[config.mk]
export PLATFORM = sky130hd
export DESIGN_NAME = song_reader
export DESIGN_NICKNAME = d
export VERILOG_FILES = /design/src/rtl/song_reader.sv
export SDC_FILE = /design/constraint.sdc
export NUM_CORES = 1
export LEC_CHECK = 0
export ABC_CLOCK_PERIOD_IN_PS = 5600
export CORE_MARGIN = 2
export CORE_UTILIZATION = 54
export DETAILED_ROUTE_END_ITERATION = 8
export DONT_BUFFER_PORTS = 1
export HOLD_SLACK_MARGIN = 0.03
export PLACE_DENSITY = 0.78
export REMOVE_ABC_BUFFERS = 1
export SYNTH_ARGS = -nofsm -noshare
export SYNTH_HDL_FRONTEND = slang
export SYNTH_SLANG_ARGS = --single-unit
[constraint.sdc]
create_clock -name clk -period 5.6 [get_ports clk]
set_input_delay 1.12 -clock clk [delete_from_list [all_inputs] [get_ports clk]]
set_output_delay 1.12 -clock clk [all_outputs]
set_load 0.05 [all_outputs]
[src/rtl/song_reader.sv]
// Song sequencer: walks the selected song in the song ROM and hands each note
// to the note player. Optional SONG_READER_REPEAT_EN loops the song while play stays high.
module song_reader #(
  parameter int NOTE_W = 6,
  parameter int DUR_W  = 6,
  parameter int IDX_W  = 5,
  parameter int SONG_W = 2
) (
  input  logic                      clk,
  input  logic                      reset,
  input  logic                      play,
  input  logic [SONG_W-1:0]         song,
  output logic [SONG_W+IDX_W-1:0]   rom_addr,
  input  logic [NOTE_W+DUR_W-1:0]   rom_data,
  output logic [NOTE_W-1:0]         note,
  output logic [DUR_W-1:0]          duration,
  output logic                      new_note,
  input  logic                      note_done,
  output logic                      song_done
);

  typedef enum logic [2:0] {
    S_IDLE,
    S_FETCH,
    S_ISSUE,
    S_WAIT_NOTE,
    S_DONE
  } state_t;

  state_t              r_state;
  state_t              w_state_nxt;
  logic [IDX_W-1:0]    r_idx;
  logic [SONG_W-1:0]   r_song;
  logic [NOTE_W-1:0]   r_note;
  logic [DUR_W-1:0]    r_dur;
  logic                r_new_note;
  logic                r_song_done;

  logic                w_latch;
  logic                w_issue;
  logic                w_idx_inc;
  logic                w_idx_clr;
  logic                w_song_chg;
  logic [DUR_W-1:0]    w_rom_dur;

  assign w_song_chg = (song != r_song);
  assign w_rom_dur  = rom_data[DUR_W-1:0];

  always_comb begin
    w_state_nxt = r_state;
    w_latch     = 1'b0;
    w_issue     = 1'b0;
    w_idx_inc   = 1'b0;
    w_idx_clr   = 1'b0;
    case (r_state)
      S_IDLE: begin
        if (play) begin
          w_latch     = 1'b1;
          w_state_nxt = S_FETCH;
        end
      end
      S_FETCH: begin
        if (w_song_chg) begin
          w_idx_clr   = 1'b1;
          w_state_nxt = S_IDLE;
        end else if (play) begin
          w_state_nxt = S_ISSUE;
        end
      end
      S_ISSUE: begin
        if (w_song_chg) begin
          w_idx_clr   = 1'b1;
          w_state_nxt = S_IDLE;
        end else if (w_rom_dur == '0) begin
          w_state_nxt = S_DONE;
        end else if (play) begin
          w_issue     = 1'b1;
          w_state_nxt = S_WAIT_NOTE;
        end
      end
      S_WAIT_NOTE: begin
        // note_done coinciding with the new_note strobe belongs to the previous note
        if (w_song_chg) begin
          w_idx_clr   = 1'b1;
          w_state_nxt = S_IDLE;
        end else if (note_done && !r_new_note) begin
          if (&r_idx) begin
            w_state_nxt = S_DONE;
          end else begin
            w_idx_inc   = 1'b1;
            w_state_nxt = S_FETCH;
          end
        end
      end
      S_DONE: begin
        w_idx_clr = 1'b1;
`ifdef SONG_READER_REPEAT_EN
        w_state_nxt = play ? S_FETCH : S_IDLE;
`else
        w_state_nxt = S_IDLE;
`endif
      end
      default: begin
        w_idx_clr   = 1'b1;
        w_state_nxt = S_IDLE;
      end
    endcase
  end

  always_ff @(posedge clk) begin
    if (!reset) begin
      r_state     <= S_IDLE;
      r_idx       <= '0;
      r_song      <= '0;
      r_note      <= '0;
      r_dur       <= '0;
      r_new_note  <= 1'b0;
      r_song_done <= 1'b0;
    end else begin
      r_state     <= w_state_nxt;
      r_new_note  <= w_issue;
      r_song_done <= (r_state == S_DONE);
      if (w_latch) begin
        r_song <= song;
      end
      if (w_idx_clr) begin
        r_idx <= '0;
      end else if (w_idx_inc) begin
        r_idx <= r_idx + 1'b1;
      end
      if (w_issue) begin
        r_note <= rom_data[NOTE_W+DUR_W-1:DUR_W];
        r_dur  <= w_rom_dur;
      end
    end
  end

  assign rom_addr  = {r_song, r_idx};
  assign note      = r_note;
  assign duration  = r_dur;
  assign new_note  = r_new_note;
  assign song_done = r_song_done;

endmodule

# Word-level counts from Yosys, hierarchy flattened
# Index checks and enable logic that the tools add are counted.
# word_totals
reg_bits,24
output_inout_bits,21
in_bits,18
word_cells,47
# classes
n_eq_ne,9
n_mux,21
bitwise,1
addsub,1
n_reduce_logical,8
# ops
operator,n
3-bit two-way mux,9
3-bit one-hot mux with 4 select lines,1
1-bit two-way mux,10
"3-bit by 2-bit == test with 1-bit output, second input constant",2
6-bit logical NOT,1
"3-bit inequality test, second input constant",2
"5-bit by 1-bit adder with 5-bit output, second input constant",1
5-bit AND reduction,1
"4-bit inequality test, second input constant",1
4-bit AND reduction,1
"3-bit by 1-bit == test with 1-bit output, second input constant",1
"3-bit == test, second input constant",1
3-bit logical NOT,1
3-bit OR reduction,1
2-bit inequality test,1
"2-bit inequality test, second input constant",1
1-bit one-hot mux with 2 select lines,1
2-bit OR reduction,1
1-bit logical AND,1
1-bit logical NOT,1
1-bit inverter,1

# Longest topological paths before layout
# logic_depth
ltp_word,5
mapped_depth,7
depth_no_buf,7

# Least setup slack after synthesis
# OpenSTA, ideal clock, no wires.
# synth_timing
path_kind,input to register
startpoint,in rom_data[1]
endpoint,reg r_state[1]
t_arrival_ns,2.547
setup_slack_ns,2.934
n_path_buf,1
stages,5
setup_time_ns,0.120
t_required_ns,5.480
cell_sequence,or4_4 or3_4 and3_1 buf_6 a211o_1
# synth_via
elab_chain_cells,4
word_cells_on_any_way,6
classes_between,1 x eq/ne; 3 x mux; 2 x reduce/logical
# synth_lines
item,line_no,source
start: declaration,14,"input logic [NOTE_W+DUR_W-1:0] rom_data,"
6-bit logical NOT (*),74,end else if (w_rom_dur == '0) begin
3-bit two-way mux,74,
3-bit two-way mux,71,if (w_song_chg) begin
3-bit one-hot mux with 4 select lines,55,case (r_state)
end signal: assignment,120,r_state <= w_state_nxt;
end: declaration,30,state_t r_state;
# Mark *: on every way between the ends. The rest lies on a longest branch, timed or not.
# A chain may end at the register's enable or synchronous reset.

# Worst setup path after layout
# Ends and elaborated chain as after synthesis.

==> impl_metrics.csv <==
group,metric,value,unit
setup_path,cpLargestDelayFamily,"simple AND/OR/NAND/NOR gates",
timing,setup_violations,0,
cells_and_area,nFillCells,177,
logic_synthesis,syn_inst,125,
setup_path,crit_path_end_kind,"flip-flop",
run_status,status,"complete, no violations",
pwr,clockPowerShare,0.380,
timing,hold_ws,571,ps
drt,totalWireLength,2190,µm
drt,first_pass_iters,4,
setup_path,cp.depth,4,
cells_and_area,layout.nets,143,
logic_synthesis,netlist.area_leader.share,0.417,
setup_path,rr_worst_depth,4,
timing,rsz0062_at_grt,"no",
placement,dpl.hpwl,1640,µm
logic_synthesis,avgSynthCellArea,9.21,µm²
clock_network,cts_resized,0,
pwr,power.density,274,nW/µm²
setup_path,crit_fanout,14,
setup_path,critical_path_required,5820,ps
timing,min_period,2560,ps
logic_synthesis,synth-seq-area-share,0.417,
clock_network,postCtsHoldBufs,0,
drt,wl_per_cell,14.7,µm
floorplan,die_x,50.2,µm
cells_and_area,final_cell_mix,"nand2_1 (27), dfxtp_1 (24), mux2i_1 (17)",
grt,grt_pass1_wl,3760,µm
clock_network,clock_latency,310,ps
clock_network,cts-root-buf,"clkbuf_4",
pwr,p_seq_frac,0.556,
floorplan,pin_count,39,
timing,fin_crit_sh,0.458,
grt,gr-usage-all-layers,0.192,
placement,place.port_buffers,0,
timing,hold_viol_final,0,
drt,drtIter0Drc,16,
timing,setup_slack,3040,ps
grt,antenna_found_initial,0,
logic_synthesis,synth.top_cells.by_area,"dfxtp_1 (42%), mux2i_1 (15%), nand2_1 (8.8%)",
clock_network,htreeDepth,1,
hold_path,hp-class,"reg -> reg",
pwr,irDropWorstVdd,0.000154,V
setup_path,critPathSlowestCell,"or4_4",
timing,slew_viol_final,0,
logic_synthesis,synth_top_area_cell,"dfxtp_1",
timing,fmax,0.390,GHz
floorplan,start_util,0.581,
floorplan,design.core.area,1980,µm²
hold_path,whs_path_depth,1,
drt,final_antenna_net_count,0,
cells_and_area,mostFrequentLayoutCell,"nand2_1",
setup_path,worst-path-buf-inv,0,
clock_network,cts_tree,"done",
drt,drc,0,
setup_path,cpPeakStageDelay,520,ps
grt,first_global_vias,872,
pwr,p_sw_frac,0.217,
drt,post_drt_via_cell_ratio,5.91,
pwr,p_int,255,µW
floorplan,dieArea,2520,µm²
clock_network,cts_max_path_buffers,2,
placement,post-place-ws,2700,ps
clock_network,post_cts_buffers,0,
floorplan,row_count,16,
cells_and_area,drive_gt1_frac,0.0492,
pwr,leakagePower,0.476,nW
timing,max-slew-margin-rel,0.521,
clock_network,cts_sinks,24,
grt,grt.overflow.total,0,
pwr,p_comb_frac,0.064,
logic_synthesis,syn-cell-area,1150,µm²
timing,tns,0,ps
setup_path,critPathArrivalTime,2780,ps
flow_run,maxCapViolations,0,
drt,num_vias,880,
clock_network,cts_buffers,3,
placement,place_inst,145,
cells_and_area,instances_no_fill,149,
cells_and_area,diodes,0,
setup_path,path_cells,"or4_4 -> or3_4 -> and3_1 -> a211o_1",
setup_path,startpoint_type,"input pin",
grt,grt_max_degree,34,
logic_synthesis,synth_cell_types,32,
timing,skew,7.39,ps
floorplan,die_h,50.2,µm
setup_path,critical_path_class,"in -> reg",
timing,tightest_slew,718,ps
logic_synthesis,synth_warnings,0,
placement,gp_congestion,0.830,
pwr,net-switching-power,70.5,µW
clock_network,clk_pin_slew,130,ps
logic_synthesis,ys_ff_latch,24,
cells_and_area,syn_to_final_growth,3.15,%
## final cells by class
type                       instances  area (µm²)  share of cell area
clock inverter                     1        30.0              0.0253
inverter                           1        3.75             0.00316
multi-input combinational         93         617               0.519
sequential                        24         480               0.405
tap                               27        33.8              0.0285
clock buffer                       3        22.5              0.0190
## flip-flops by register name, indices dropped and copies added (netlist names)
register and flops:
duration 6, note 6, r_idx 5, r_state 3, r_song 2, new_note 1
song_done 1
## logic make-up after synthesis
kind of cell    Yosys count  synth area share
xor+xnor                  6            0.0457
compound gates           11            0.0685
fa+ha+maj                 2            0.0217
simple gates             57             0.252
mux                      17             0.148
buf+inv                   8            0.0467
flops                    24             0.417
## synth_stat cells
master    number
xnor2_1        2
or4_4          1
xor2_1         4
and3b_1        1
nand2_1       27
nand4_1        2
mux2i_1       17
dfxtp_1       24
a21oi_1        2
nor4bb_1       1
nor4b_1        1
clkbuf_1       5
o22ai_1        1
nor2b_1        7
nand3_1        1
nor3b_1        1
or3_4          1
a31oi_1        2
o21ai_0        1
and2_1         1
a22oi_1        1
o41ai_1        1
o221ai_1       1
a211o_1        1
inv_1          1
and3_1         4
o2111a_1       1
buf_12         1
and4_1         1
nor2_1         8
ha_1           2
buf_6          1
## worst paths after layout
kind | startpoint | to | slack [ps]
max | rom_data[1] | r_state[1] | 3040
min reg2reg | r_state[2] | song_done | 570
min | r_state[2] | song_done | 570
max reg2reg | r_song[0] | duration[5] | 3130
## power by group through the flow
| stage | Clock (mW) | Sequential (mW) | Combinational (mW) |
|---|---|---|---|
| 5_1_grt | 0.133 | 0.181 | 0.0234 |
| 6_report | 0.123 | 0.181 | 0.0208 |
| 3_3_place_gp | 0 | 0.184 | 0.0197 |
| 4_1_cts | 0.126 | 0.181 | 0.0208 |
| 2_1_floorplan | 0 | 0.184 | 0.0173 |
| 3_5_place_dp | 0 | 0.185 | 0.0206 |
## stage by stage
| step | total power [mW] | cell area (µm²) | util |
|---|---|---|---|
| 2_1_floorplan | 0.201 | 1100 | - |
| 3_3_place_gp | 0.204 | 1130 | 0.573 |
| 3_5_place_dp | 0.205 | 1130 | 0.573 |
| 4_1_cts | 0.327 | 1190 | 0.599 |
| 5_1_grt | 0.338 | 1190 | 0.599 |
| 6_report | 0.325 | 1190 | 0.599 |
## routing by layer
| layer | up-vias | wire, µm | GRT usage |
|---|---|---|---|
| met3 | 2 | 190 | 0.0595 |
| met2 | 30 | 1030 | 0.325 |
| met4 | 0 | 10 | 0.0417 |
| met5 | - | 0 | 0 |
| met1 | 417 | 957 | 0.238 |
| li1 | 431 | - | - |
(Power assumes the default switching activity.)
